===== config.mk =====
export PLATFORM = sky130hd
export DESIGN_NAME = countdown_timer
export DESIGN_NICKNAME = d
export VERILOG_FILES = /design/src/rtl/countdown_timer.sv
export SDC_FILE = /design/constraint.sdc
export NUM_CORES = 1
export LEC_CHECK = 0
export CORE_MARGIN = 2
export CORE_UTILIZATION = 56
export DETAILED_ROUTE_END_ITERATION = 6
export GPL_ROUTABILITY_DRIVEN = 0
export HOLD_SLACK_MARGIN = 0.06
export PLACE_DENSITY_LB_ADDON = 0.08
export SYNTH_ARGS = -nofsm -noshare
export SYNTH_HDL_FRONTEND = slang
export SYNTH_SLANG_ARGS = --single-unit

===== constraint.sdc =====
create_clock -name CLK100MHZ -period 6.25 [get_ports CLK100MHZ]
set_input_delay 0.625 -clock CLK100MHZ [delete_from_list [all_inputs] [get_ports CLK100MHZ]]
set_output_delay 0.625 -clock CLK100MHZ [all_outputs]
set_load 0.02 [all_outputs]

===== src/rtl/countdown_timer.sv =====
// rtl/countdown_timer.sv - preset MM:SS countdown in 10 ms steps with BCD digit outputs and expiry flag
module countdown_timer #(
    parameter int TICK_COUNT = 999_999
) (
    input  logic        CLK100MHZ,
    input  logic        reset,
    input  logic        load,
    input  logic        start_pause,
    input  logic [15:0] preset,
    output logic [3:0]  min_tens,
    output logic [3:0]  min_ones,
    output logic [3:0]  sec_tens,
    output logic [3:0]  sec_ones,
    output logic [3:0]  tenths,
    output logic [3:0]  hunds,
    output logic        running,
    output logic        expired,
    output logic        expired_pulse
);

    typedef enum logic [1:0] {S_IDLE, S_RUN, S_PAUSE, S_EXPIRED} state_t;

    localparam int PW = (TICK_COUNT > 0) ? $clog2(TICK_COUNT + 1) : 1;
    localparam logic [PW-1:0] PRE_MAX = PW'(TICK_COUNT);

    state_t          state_q, state_d;
    logic [PW-1:0]   pre_q, pre_d;
    logic [3:0]      mt_q, mo_q, st_q, so_q, te_q, hu_q;
    logic [3:0]      mt_d, mo_d, st_d, so_d, te_d, hu_d;
    logic            pulse_q;
    logic            load_ok, sp_ok, tick, last_step;

    function automatic logic [3:0] clamp(input logic [3:0] d, input logic [3:0] lim);
        return (d > lim) ? lim : d;
    endfunction

    always_comb begin
        load_ok   = load && (state_q != S_RUN);
        sp_ok     = start_pause && !load;
        tick      = (state_q == S_RUN) && (pre_q == PRE_MAX);
        last_step = ({mt_q, mo_q, st_q, so_q, te_q} == 20'h0) && (hu_q == 4'd1);
    end

    always_comb begin
        mt_d  = mt_q;
        mo_d  = mo_q;
        st_d  = st_q;
        so_d  = so_q;
        te_d  = te_q;
        hu_d  = hu_q;
        pre_d = pre_q;
        if (load_ok) begin
            mt_d  = clamp(preset[15:12], 4'd5);
            mo_d  = clamp(preset[11:8], 4'd9);
            st_d  = clamp(preset[7:4], 4'd5);
            so_d  = clamp(preset[3:0], 4'd9);
            te_d  = 4'd0;
            hu_d  = 4'd0;
            pre_d = '0;
        end else if (state_q == S_RUN) begin
            pre_d = tick ? '0 : pre_q + PW'(1);
            if (tick) begin
                // Borrow ripples up; min_tens cannot underflow since expiry halts at zero
                if (hu_q != 4'd0) hu_d = hu_q - 4'd1;
                else begin
                    hu_d = 4'd9;
                    if (te_q != 4'd0) te_d = te_q - 4'd1;
                    else begin
                        te_d = 4'd9;
                        if (so_q != 4'd0) so_d = so_q - 4'd1;
                        else begin
                            so_d = 4'd9;
                            if (st_q != 4'd0) st_d = st_q - 4'd1;
                            else begin
                                st_d = 4'd5;
                                if (mo_q != 4'd0) mo_d = mo_q - 4'd1;
                                else begin
                                    mo_d = 4'd9;
                                    mt_d = mt_q - 4'd1;
                                end
                            end
                        end
                    end
                end
            end
        end
    end

    always_comb begin
        state_d = state_q;
        if (load_ok) begin
            state_d = (preset != 16'h0) ? S_PAUSE : S_IDLE;
        end else begin
            case (state_q)
                S_RUN: begin
                    if (tick && last_step) state_d = S_EXPIRED;
                    else if (sp_ok)        state_d = S_PAUSE;
                end
                S_PAUSE: if (sp_ok) state_d = S_RUN;
                default: state_d = state_q;
            endcase
        end
    end

    always_ff @(posedge CLK100MHZ) begin
        if (reset) begin
            state_q <= S_IDLE;
            pre_q   <= '0;
            mt_q    <= 4'd0;
            mo_q    <= 4'd0;
            st_q    <= 4'd0;
            so_q    <= 4'd0;
            te_q    <= 4'd0;
            hu_q    <= 4'd0;
            pulse_q <= 1'b0;
        end else begin
            state_q <= state_d;
            pre_q   <= pre_d;
            mt_q    <= mt_d;
            mo_q    <= mo_d;
            st_q    <= st_d;
            so_q    <= so_d;
            te_q    <= te_d;
            hu_q    <= hu_d;
            pulse_q <= (state_d == S_EXPIRED) && (state_q != S_EXPIRED);
        end
    end

    always_comb begin
        running       = (state_q == S_RUN);
        expired       = (state_q == S_EXPIRED);
        expired_pulse = pulse_q;
        min_tens      = mt_q;
        min_ones      = mo_q;
        sec_tens      = st_q;
        sec_ones      = so_q;
        tenths        = te_q;
        hunds         = hu_q;
    end

endmodule

==> impl_metrics.yaml <==
yosys:
  synth_fp_nets: 345
  yosysMostFrequentCell: "dfxtp_1"
  syn_inst: 319
  yosys.area_share.adder: 0.0291
  synth_cell_types: 48
  synth_compound_area_frac: 0.129
  synth_mux_area_frac: 0.0155
  synthXorXnorAreaFrac: 0.0916
  synth.area.top_cells: "dfxtp_1 (36%), xnor2_1 (6.8%), nor2_1 (6.4%)"
  synth_edf_count: 0
  yosys_warnings: 0
  syn_avg_cell_area_um2: 8.09
  synthSimpleGateAreaFrac: 0.334
  synth_common_cells: "dfxtp_1 (47), nor2_1 (44), nand2_1 (26)"
  synthFlopType: "dfxtp_1"
  ys_seq_elements: 47
  ys_seq_area_frac: 0.365
  synth_area_um2: 2580
  synth_top_family_by_area: "simple AND/OR/NAND/NOR gates"
  synth_top_area_cell: "dfxtp_1"
  yosysTopAreaCellShare: 0.365
  synthArstFlopShare: 0
worst_setup_path:
  crit_type: "flop to flop"
  critPathRequiredTime_ps: 6470
  crit_arrival_ps: 3520
  endpoint_kind: "flop"
  worstPathMaxFanout: 21
  r2r_slack_ps: 2950
  critPathLaunchType: "flop"
layout:
  area_growth_pct: 22.1
  num-fill-cells: 350
  nets: 385
  drive_gt1_frac: 0.0444
  utilization: 0.719
  diodes: 0
global_routing:
  grt_usage: 0.251
  grt_overflow: 0
  antenna_found_initial: 0
  grt_pass1_wl_um: 10400
  grt_max_degree: 22
  grt_pass1_vias: 2253
die:
  dieArea_um2: 5170
  start_util: 0.589
  die_w_um: 71.9
  ios: 47
  rows: 24
  coreArea_um2: 4380
  die_h_um: 71.9
power_and_ir_drop:
  leakagePower_nw: 1.01
  cellPowerDensity_nw_per_um2: 187
  ir_drop_mv: 0.128
routing:
  drt_iter0_drc: 303
  drtAntennaViolNets: 0
  wl_um: 6200
  vias: 2502
  firstDrtPassIters: 6
  routedWlPerCell_um: 15.0
  vias_per_cell: 6.07
  drc: 0
flow_run:
  drv_cap: 0
placement:
  dp_hpwl_um: 4660
  io_buffers: 46
hold_path:
  hp-class: "flop to flop"
timing:
  finalCritPeriodShare: 0.528
  finalSetupTns_ps: 0
  setup_violations: 0
  hold_viol_final: 0
  period_minus_slack_ps: 3300
  tightestPinTransition_ps: 721
  drv_slew: 0
  slew_headroom: 0.519
  fmax_ghz: 0.303
  rsz0062_at_grt: "no"
  finClkSkew_ps: 4.98
clock_network:
  cts_inserted_buffers: 5
  cts_hold_buffers: 0
  cts_setup_buffers: 0
  post_cts_resized: 0
  cts_buffer_depth: 2
  cts_tree: "built"
  path_clk_slew_ps: 90
  clk_latency_ps: 300
  clock_sinks: 47
  htreeDepth: 2
  root_buffer: "clkbuf_8"
run_status:
  outcome: "completed"
==> critical path, stage by stage, from the launching register on <==
cell and delay [ps]:
dfxtp_1 370, inv_1 100, ha_1 550, and4_1 440, nand4_1 510, or3_1 590, or4_1 520, a21oi_1 150
==> flip-flops by register name, indices dropped and copies added, names as in the netlist <==
name / count
min_ones: 4
tenths: 4
expired_pulse: 1
state_q: 2
min_tens: 4
sec_tens: 4
pre_q: 20
sec_ones: 4
hunds: 4
==> where the power goes <==
| part | leakage [nW] | internal [mW] | switching [mW] | total (mW) |
|---|---|---|---|---|
| logic | 0.581 | 0.0385 | 0.0425 | 0.0810 |
| clock network | 0.0474 | 0.0903 | 0.103 | 0.193 |
| registers | 0.382 | 0.306 | 0.0102 | 0.316 |
| total | 1.01 | 0.435 | 0.156 | 0.590 |
==> layer usage <==
metal,up-vias,part of all wire,global-route usage
li1,1243,-,-
met1,1151,0.46,0.364
met2,93,0.46,0.385
met3,15,0.063,0.0389
met4,0,0.018,0.0776
met5,-,0,0
==> placed cells by master, fill, tap and decap left out, types with 2 or more instances in the layout <==
cell type	Yosys	layout
mux2i_1	4	4
nor2_1	44	44
or2_2	3	3
ha_1	6	6
and2_1	2	2
clkbuf_8	0	6
a21oi_1	10	10
o211ai_1	3	3
nor2b_1	3	3
or3_1	7	7
o21a_1	2	2
nand4_1	6	6
nand3_1	12	12
and4_1	5	5
o2bb2ai_1	2	2
inv_1	10	10
o31a_1	2	2
nor4_1	13	13
a31oi_1	4	4
dfxtp_1	47	47
or4_1	7	7
nand2b_1	6	6
a211oi_1	6	6
nor3_1	17	17
clkdlybuf4s50_1	0	46
o21ai_0	11	11
nand2_1	26	26
nand3b_1	2	2
xor2_1	7	7
nor4_2	3	3
xnor2_1	20	20
==> area by class of cell <==
| cell class | instances | area [µm²] | area share |
|---|---|---|---|
| clock inverter | 2 | 16.3 | 0.00516 |
| multi-input combinational | 249 | 1550 | 0.491 |
| sequential | 47 | 941 | 0.299 |
| tap | 52 | 65.1 | 0.0206 |
| timing repair buffer | 46 | 460 | 0.146 |
| clock buffer | 6 | 82.6 | 0.0262 |
| inverter | 10 | 37.5 | 0.0119 |
==> kinds of logic (layout without fill, tap and decap cells) <==
group | count (synthesis) | count (layout)
AND/OR/NAND/NOR | 162 | 162
AO/OA/AOI/OAI | 50 | 50
flip-flops | 47 | 47
XOR/XNOR | 27 | 27
buffers and inverters | 23 | 64
adder cells (fa/ha/maj) | 6 | 6
multiplexers | 4 | 4
==> per-stage QoR <==
step	hold slack, ps	cells	instance area [µm²]	total power, mW	setup slack, ps
final	507	412	3150	0.590	2950
after global routing	547	412	3150	0.616	2670
after CTS	513	412	3150	0.594	2930
after detailed placement	500	404	3050	0.402	3030
after global placement	483	404	3050	0.401	3140
after floorplan	459	319	2580	0.366	3850
==> final timing paths <==
| kind | cells after the start | start | endpoint |
|---|---|---|---|
| worst max-delay path | 7 | state_q[1] | min_tens[3] |
| worst max register to register | 7 | state_q[1] | min_tens[3] |
| worst min-delay path | 2 | pre_q[1] | pre_q[1] |
| worst min register to register | 2 | pre_q[1] | pre_q[1] |
(Power assumes the default switching activity.)
